--- src/rtl/draw_pkg.sv ---
// Shared screen geometry, level codes and sequencer state type for the drawer-side VGA path.
package draw_pkg;

   localparam int X_SCREEN_PIXELS = 160;
   localparam int Y_SCREEN_PIXELS = 120;
   localparam int COLOUR_W        = 3;
   localparam int X_W             = $clog2(X_SCREEN_PIXELS);
   localparam int Y_W             = $clog2(Y_SCREEN_PIXELS);
   localparam int LEVEL_W         = 3;

   localparam logic [LEVEL_W-1:0] LEVEL_START  = 3'd0;
   localparam logic [LEVEL_W-1:0] LEVEL_1      = 3'd1;
   localparam logic [LEVEL_W-1:0] LEVEL_2      = 3'd2;
   localparam logic [LEVEL_W-1:0] LEVEL_3      = 3'd3;
   localparam logic [LEVEL_W-1:0] LEVEL_FINISH = 3'd4;
   // Never a real level, so the first frame after reset always repaints the background.
   localparam logic [LEVEL_W-1:0] LEVEL_NONE   = 3'b111;

   typedef enum logic [2:0] {
      S_IDLE = 3'd0,
      S_BG   = 3'd1,
      S_GAP  = 3'd2,
      S_SPR  = 3'd3,
      S_DONE = 3'd4
   } drawState_t;

   function automatic logic [COLOUR_W-1:0] selectColour(input logic useSprite,
                                                        input logic [COLOUR_W-1:0] bgColour,
                                                        input logic [COLOUR_W-1:0] sprColour);
      return useSprite ? sprColour : bgColour;
   endfunction

endpackage

--- src/rtl/draw_pixel_pipe.sv ---
// Two-stage alignment of a drawer address with its one-cycle-late ROM colour, producing
// a registered (vgaX, vgaY, vgaColour, vgaPlot) stream.
module draw_pixel_pipe
   import draw_pkg::*;
(
   input  logic                Clock,
   input  logic                Reset,
   input  logic                inValid,
   input  logic                inSprite,
   input  logic [X_W-1:0]      inX,
   input  logic [Y_W-1:0]      inY,
   input  logic [COLOUR_W-1:0] bgColour,
   input  logic [COLOUR_W-1:0] sprColour,
   output logic [X_W-1:0]      vgaX,
   output logic [Y_W-1:0]      vgaY,
   output logic [COLOUR_W-1:0] vgaColour,
   output logic                vgaPlot
);

   logic           stage1Valid;
   logic           stage1Sprite;
   logic [X_W-1:0] stage1X;
   logic [Y_W-1:0] stage1Y;

   // Stage 1 holds the address while its colour arrives; stage 2 is the VGA-facing register.
   always_ff @(posedge Clock or negedge Reset) begin
      if (!Reset) begin
         stage1Valid  <= 1'b0;
         stage1Sprite <= 1'b0;
         stage1X      <= {X_W{1'b0}};
         stage1Y      <= {Y_W{1'b0}};
         vgaX         <= {X_W{1'b0}};
         vgaY         <= {Y_W{1'b0}};
         vgaColour    <= {COLOUR_W{1'b0}};
         vgaPlot      <= 1'b0;
      end else begin
         stage1Valid  <= inValid;
         stage1Sprite <= inSprite;
         if (inValid) begin
            stage1X <= inX;
            stage1Y <= inY;
         end
         vgaPlot <= stage1Valid;
         if (stage1Valid) begin
            vgaX      <= stage1X;
            vgaY      <= stage1Y;
            vgaColour <= selectColour(stage1Sprite, bgColour, sprColour);
         end
      end
   end

endmodule

--- src/rtl/draw_sequencer.sv ---
// Per-frame background/sprite draw sequencer and pixel stream mux for the VGA adapter.
// Optional build macro BG_EVERY_FRAME_EN: repaint the background on every frame, not only on level change.
module draw_sequencer
   import draw_pkg::*;
(
   input  logic                Clock,
   input  logic                Reset,
   input  logic                frameTick,
   input  logic [LEVEL_W-1:0]  currentLevel,
   input  logic [X_W-1:0]      backgroundX,
   input  logic [Y_W-1:0]      backgroundY,
   input  logic [COLOUR_W-1:0] backgroundColour,
   input  logic                backgroundDone,
   input  logic [X_W-1:0]      spriteX,
   input  logic [Y_W-1:0]      spriteY,
   input  logic [COLOUR_W-1:0] spriteColour,
   input  logic                spriteDone,
   output logic                backgroundSignal,
   output logic                spriteSignal,
   output logic [LEVEL_W-1:0]  levelLatched,
   output logic [X_W-1:0]      vgaX,
   output logic [Y_W-1:0]      vgaY,
   output logic [COLOUR_W-1:0] vgaColour,
   output logic                vgaPlot,
   output logic                busy,
   output logic                frameOverrun
);

   drawState_t         state, nextState;
   logic               pending, nextPending, overrunNext;
   logic [LEVEL_W-1:0] lastLevel, nextLastLevel, nextLevelLatched;
   logic               needBackground;
   logic               bgSignalQ, sprSignalQ;
   logic               bgValid, sprValid, pixValid, pixSprite;
   logic [X_W-1:0]     pixX;
   logic [Y_W-1:0]     pixY;

`ifdef BG_EVERY_FRAME_EN
   assign needBackground = 1'b1;
`else
   assign needBackground = (currentLevel != lastLevel);
`endif

   // Next state, one-deep frame-tick queue and level capture at frame start.
   always_comb begin
      nextState        = state;
      nextPending      = pending;
      overrunNext      = 1'b0;
      nextLastLevel    = lastLevel;
      nextLevelLatched = levelLatched;
      if (frameTick && (state != S_IDLE)) begin
         if (pending) begin
            overrunNext = 1'b1;
         end else begin
            nextPending = 1'b1;
         end
      end else begin
         overrunNext = 1'b0;
      end
      case (state)
         S_IDLE: begin
            if (frameTick || pending) begin
               nextLevelLatched = currentLevel;
               nextPending      = 1'b0;
               nextState        = needBackground ? S_BG : S_SPR;
            end else begin
               nextState = S_IDLE;
            end
         end
         S_BG: begin
            if (backgroundDone) begin
               nextLastLevel = levelLatched;
               nextState     = S_GAP;
            end else begin
               nextState = S_BG;
            end
         end
         S_GAP:   nextState = S_SPR;
         S_SPR: begin
            if (spriteDone) begin
               nextState = S_DONE;
            end else begin
               nextState = S_SPR;
            end
         end
         S_DONE:  nextState = S_IDLE;
         default: nextState = S_IDLE;
      endcase
   end

   // State and registered drawer requests; request outputs are decoded from the next state.
   always_ff @(posedge Clock or negedge Reset) begin
      if (!Reset) begin
         state            <= S_IDLE;
         pending          <= 1'b0;
         lastLevel        <= LEVEL_NONE;
         levelLatched     <= {LEVEL_W{1'b0}};
         backgroundSignal <= 1'b0;
         spriteSignal     <= 1'b0;
         busy             <= 1'b0;
         frameOverrun     <= 1'b0;
         bgSignalQ        <= 1'b0;
         sprSignalQ       <= 1'b0;
      end else begin
         state            <= nextState;
         pending          <= nextPending;
         lastLevel        <= nextLastLevel;
         levelLatched     <= nextLevelLatched;
         backgroundSignal <= (nextState == S_BG);
         spriteSignal     <= (nextState == S_SPR);
         busy             <= (nextState != S_IDLE);
         frameOverrun     <= overrunNext;
         bgSignalQ        <= backgroundSignal;
         sprSignalQ       <= spriteSignal;
      end
   end

   // The drawer spends the first request cycle initialising, so that address is not plotted.
   always_comb begin
      bgValid  = backgroundSignal & bgSignalQ & ~backgroundDone;
      sprValid = spriteSignal & sprSignalQ & ~spriteDone;
      if (spriteSignal) begin
         pixSprite = 1'b1;
         pixValid  = sprValid;
         pixX      = spriteX;
         pixY      = spriteY;
      end else begin
         pixSprite = 1'b0;
         pixValid  = bgValid;
         pixX      = backgroundX;
         pixY      = backgroundY;
      end
   end

   draw_pixel_pipe pipe (
      .Clock     (Clock),
      .Reset     (Reset),
      .inValid   (pixValid),
      .inSprite  (pixSprite),
      .inX       (pixX),
      .inY       (pixY),
      .bgColour  (backgroundColour),
      .sprColour (spriteColour),
      .vgaX      (vgaX),
      .vgaY      (vgaY),
      .vgaColour (vgaColour),
      .vgaPlot   (vgaPlot)
   );

endmodule

--- config.mk ---
export PLATFORM = sky130hd
export DESIGN_NAME = draw_sequencer
export DESIGN_NICKNAME = d
export VERILOG_FILES = /design/src/rtl/draw_pkg.sv /design/src/rtl/draw_pixel_pipe.sv /design/src/rtl/draw_sequencer.sv
export SDC_FILE = /design/constraint.sdc
export NUM_CORES = 1
export LEC_CHECK = 0
export BUFFER_PORTS_ARGS = -buffer_cell sky130_fd_sc_hd__buf_2
export CORE_ASPECT_RATIO = 1.5
export CORE_MARGIN = 5
export CORE_UTILIZATION = 42
export DETAILED_ROUTE_END_ITERATION = 10
export PLACE_DENSITY = 0.78
export SLEW_MARGIN = 20
export SYNTH_ARGS = -nofsm -noshare
export SYNTH_HDL_FRONTEND = slang
export SYNTH_SLANG_ARGS = --single-unit
--- constraint.sdc ---
create_clock -name Clock -period 1.6 [get_ports Clock]
set_clock_uncertainty 0.15 [all_clocks]
set_input_delay 0.4 -clock Clock [delete_from_list [all_inputs] [get_ports Clock]]
set_output_delay 0.4 -clock Clock [all_outputs]
set_load 0.1 [all_outputs]
# Yosys cells after proc, flatten, opt, wreduce, memory -nomap -nowiden
# Cells that the tools add are included.
dict set report word_totals {
  word_cells 52
  out_inout_bits 26
  reg_bits 52
}
dict set report classes {
  eq_ne 6
  reduce_logical 7
  n_bitwise 6
  mux 15
}
# operator count
set ops {}
lappend ops {{3-bit case mux with 4 select lines} 1}
lappend ops {{3-bit by 2-bit equality test with 1-bit output (second input constant)} 3}
lappend ops {{8-bit 2-to-1 mux} 1}
lappend ops {{1-bit 2-to-1 mux} 7}
lappend ops {{7-bit 2-to-1 mux} 1}
lappend ops {{3-bit by 1-bit equality test with 1-bit output (second input constant)} 2}
lappend ops {{2-bit 2-to-1 mux} 3}
lappend ops {{3-bit 2-to-1 mux} 2}
lappend ops {{3-bit nonzero test} 2}
lappend ops {{1-bit bitwise AND} 4}
lappend ops {{2-bit AND reduction} 2}
lappend ops {{3-bit logical NOT} 1}
lappend ops {{3-bit inequality test} 1}
lappend ops {{1-bit NOT} 2}
lappend ops {{1-bit logical AND} 1}
lappend ops {{1-bit logical OR} 1}

# Depth between registers and ports, before layout
dict set report logic_depth {
  ltp_word 5
  depth_mapped 5
}

# By module
# Synthesis repeated with hierarchy kept, for this count alone.
dict set report hier_totals {
  hier_cells 146
  hier_area_um2 2230.9
}
# mod n_inst area_per_inst_um2 seq_area_each_um2 cells_per_inst
set by_module_without_submodules {}
lappend by_module_without_submodules {draw_pixel_pipe 1 1378.8 900.9 79}
lappend by_module_without_submodules {draw_sequencer 1 852.1 404.1 67}

# Worst setup path after synthesis
# OpenSTA, ideal clock, no wires.
dict set report synth_timing {
  path_type {register -> register}
  startpoint {reg backgroundSignal}
  endpoint {reg pipe.stage1X[2]}
  t_required_ns 1.325
  setup_slack_ns -0.652
  path_stages_with_launch 5
  t_arrival_ns 1.976
  cell_sequence {dfrtp_1 > nand2_1 > o31ai_4 > buf_12 > mux2_4}
}
dict set report synth_between {
  elab_chain_cells 3
}
# item line
set synth_rtl {}
lappend synth_rtl {{start, declared} draw_sequencer.sv:18} ;# output logic backgroundSignal,
lappend synth_rtl {{start signal, assigned} draw_sequencer.sv:109} ;# backgroundSignal <= (nextState == S_BG);
lappend synth_rtl {{1-bit bitwise AND (2 in a row)} draw_sequencer.sv:120} ;# bgValid = backgroundSignal & bgSignalQ & ~backgroundDone;
lappend synth_rtl {{1-bit 2-to-1 mux} draw_sequencer.sv:122} ;# if (spriteSignal) begin
lappend synth_rtl {{via pipe.inValid} draw_pixel_pipe.sv:8} ;# input logic inValid,
lappend synth_rtl {{end signal, assigned} draw_pixel_pipe.sv:30} ;# stage1X <= {X_W{1'b0}};
lappend synth_rtl {{end signal, assigned} draw_pixel_pipe.sv:40} ;# stage1X <= inX;
lappend synth_rtl {{end, declared} draw_pixel_pipe.sv:22} ;# logic [X_W-1:0] stage1X;
# The timed path passes the listed nets, and every way through them passes these cells.
# A chain may end at the register's enable or synchronous reset.

# Worst setup path after layout
dict set report layout_timing {
  startpoint {reg spriteSignal}
  endpoint {out spriteSignal}
}
# item line
set layout_rtl {}
lappend layout_rtl {{start, declared} draw_sequencer.sv:19} ;# output logic spriteSignal,
lappend layout_rtl {{start signal, assigned} draw_sequencer.sv:110} ;# spriteSignal <= (nextState == S_SPR);
# No word-level cell between the ends.

==> key figures <==
Floorplanning
  – Die width: 69.3 um
  – Die Footprint: just under 0.007 mm^2
  – IO Count: 70
  – Initial Util: 43.2%
  – Site Rows: 32
  – CORE AREA: 0.00512 mm^2
  – Die Y: 98.9 um

STA
  – Tightest Pin Transition: ~350 ps
  – Setup TNS: -47.5 ps
  – Final hold viol count: 0
  – Fin. max-slew vios: 0
  – Tmin final: 1650 ps
  – F_max: approximately 600 MHz
  – Normalized max-slew margin: 76.6%
  – RSZ-0062 raised after global routing: true
  – Tcrit/Tclk final: 103%
  – PnR worst setup slack: -47.5 ps
  – Endpoints failing setup: 1

Synth
  – Cell Area, Synth: 0.00221 mm^2
  – Avg Cell Area, Syn: 14.9 um^2
  – Netlist cell types: 27
  – Synth warn: 0
  – Seq/Total Area, Yosys: ~58%
  – Post-Syn Nets: 193
  – Async S/R FF share, synth: between 90% and 100%
  – Number of flops mapped to enable cells by yosys: 0
  – Yosys reg bits: 51
  – Cells after synthesis: ~150
  – Main synth FF type: dfrtp_1

Finish
  – Commonest non-fill, non-tap cell in the layout: dfrtp_1
  – Register area: approximately 0.0013 mm^2
  – Diode count: 0
  – Multi-input logic area: just under 900 um^2
  – Most frequent cells in the layout: 46 x dfrtp_1, 43 x buf_2, 38 x mux2_2
  – Share of cells above drive strength 1: 64.4%
  – # nets final: 276
  – # fillers: roughly 420
  – Syn-to-layout area delta: 45.3%

Worst setup path
  – Critical Path End Type: output pin
  – CP startpoint kind: register
  – CP Data Arrival Time: roughly 1100 ps
  – CP Data Required Time: between 1000 and 1500 ps
  – Crit path kind: register to output pin
  – CP Max Fanout: 4

Route
  – Drt pass-1 iters: 2
  – DR iter-0 viols: 29
  – Routed WL: around 4.4 mm
  – Wire per inst: 14.8 um
  – Vias/cell: 4.85
  – Via Count: between 1000 and 1500
  – DR DRC count: 0
  – Post-route antenna net violation count: 0

Clocking
  – # clock sinks: 51
  – Clock root buffer: clkbuf_8
  – TritonCTS buffer count: 5
  – Clk slew on worst S/H paths: 80 ps
  – H-tree Lvls: 2
  – Maximum clock insertion buffer count: 2
  – CTS tree: yes
  – Clock latency on the worst-skew pair: around 300 ps

Global routing
  – Largest net degree at the start of global routing: 29
  – Global-route wire length before repair: about 8 mm
  – Total global-route track usage: between 10 and 15%
  – Vias in the first global route: roughly 1600
  – Initial antenna violation count: 0
  – GR Overflow Total: 0

Worst hold path
  – Type of the tightest min-delay check: input port to register

Flow run
  – Max-cap violations: 0

Status
  – Failing checks: setup timing
  – Run status: finished with violations

Place
  – Port buffer count: 69
  – DP HPWL: ~3.4 mm
  – Routability-driven placement congestion ratio: between 0.7 and 0.8
through the flow:
| stage | setup slack (ps) | hold WS, ps | util (%) | cells | area [um^2] |
|---|---|---|---|---|---|
| floorplan | -338 | -45.6 | - | 149 | 2220 |
| global placement | -1.59 | 247 | 60.4 | 292 | 3100 |
| detailed placement | -34.7 | 253 | 60.4 | 292 | 3100 |
| CTS | -67.4 | 178 | 62.5 | 301 | 3200 |
| global route | -87.3 | 190 | 62.8 | 301 | 3220 |
| finish | -47.5 | 196 | 62.8 | 301 | 3220 |
area by class of cell:
cell class	instances	share of cell area (%)
tap	68	2.64
clock inverter	2	0.389
clock buffer	6	2.26
multi-input combinational	89	27.6
inverter	1	0.117
timing repair buffer	84	27.0
sequential	51	40.0
critical path, cell delays in order (launching register included):
cell	delay [ps]
dfrtp_4	510
buf_6	140
buf_12	150
cell families after synthesis:
family	count (synthesis)	synth area share, %
mux	55	29.3
flops	51	57.8
simple gates	18	4.41
compound gates	13	4.35
buf+inv	9	2.88
xor+xnor	3	1.19
synth_stat cells (all sizes together), types with 2 or more instances:
master / n / area [um^2]
dfrtp: 48 / 1200
mux2i: 3 / 30.0
nand2: 3 / 11.3
dfstp: 3 / 78.8
a21oi: 5 / 25.0
o21ai: 3 / 15.0
mux2: 52 / 619
nor2: 9 / 33.8
nor3: 2 / 21.3
buf: 7 / 56.3
xnor2: 3 / 26.3
worst paths after layout:
| kind | start | end | slack, ps | cells after the start |
|---|---|---|---|---|
| hold reg to reg | backgroundSignal | bgSignalQ | 330 | 0 |
| setup / recovery | spriteSignal | spriteSignal | -50 | 2 |
| max in group asynchronous | Reset | lastLevel[1] | 490 | 3 |
| setup reg to reg | spriteSignal | pipe.stage1Y[2] | 10 | 3 |
| min in group asynchronous | Reset | pipe.vgaX[2] | 470 | 3 |
| hold / removal | frameTick | frameOverrun | 200 | 3 |
state kept, by name, summed over array words and instances, names as in the netlist, 3 cells and up:
name and cells:
state 3, pipe.stage1Y 7, pipe.vgaColour 3, pipe.vgaY 7, levelLatched 3, pipe.stage1X 8
lastLevel 3, pipe.vgaX 8
timing repair:
action / in CTS / in global routing
setup buffers: 1 / 0
setup endpoints to repair: 4 / 16
resized for setup: 3 / 4
hold endpoints to repair: 48 / 0
hold buffers: 1 / 0
metal layers:
metal	global-route usage, %	part of all wire (%)	up-vias
li1	-	-	691
met1	16.3	39	709
met2	24.0	51	54
met3	5.92	8.5	6
met4	4.06	1.3	0
met5	0	0	-
Power is left out: the tool's default activity adds up to more than one toggle a clock period on the data nets, which glitch-free logic cannot reach.
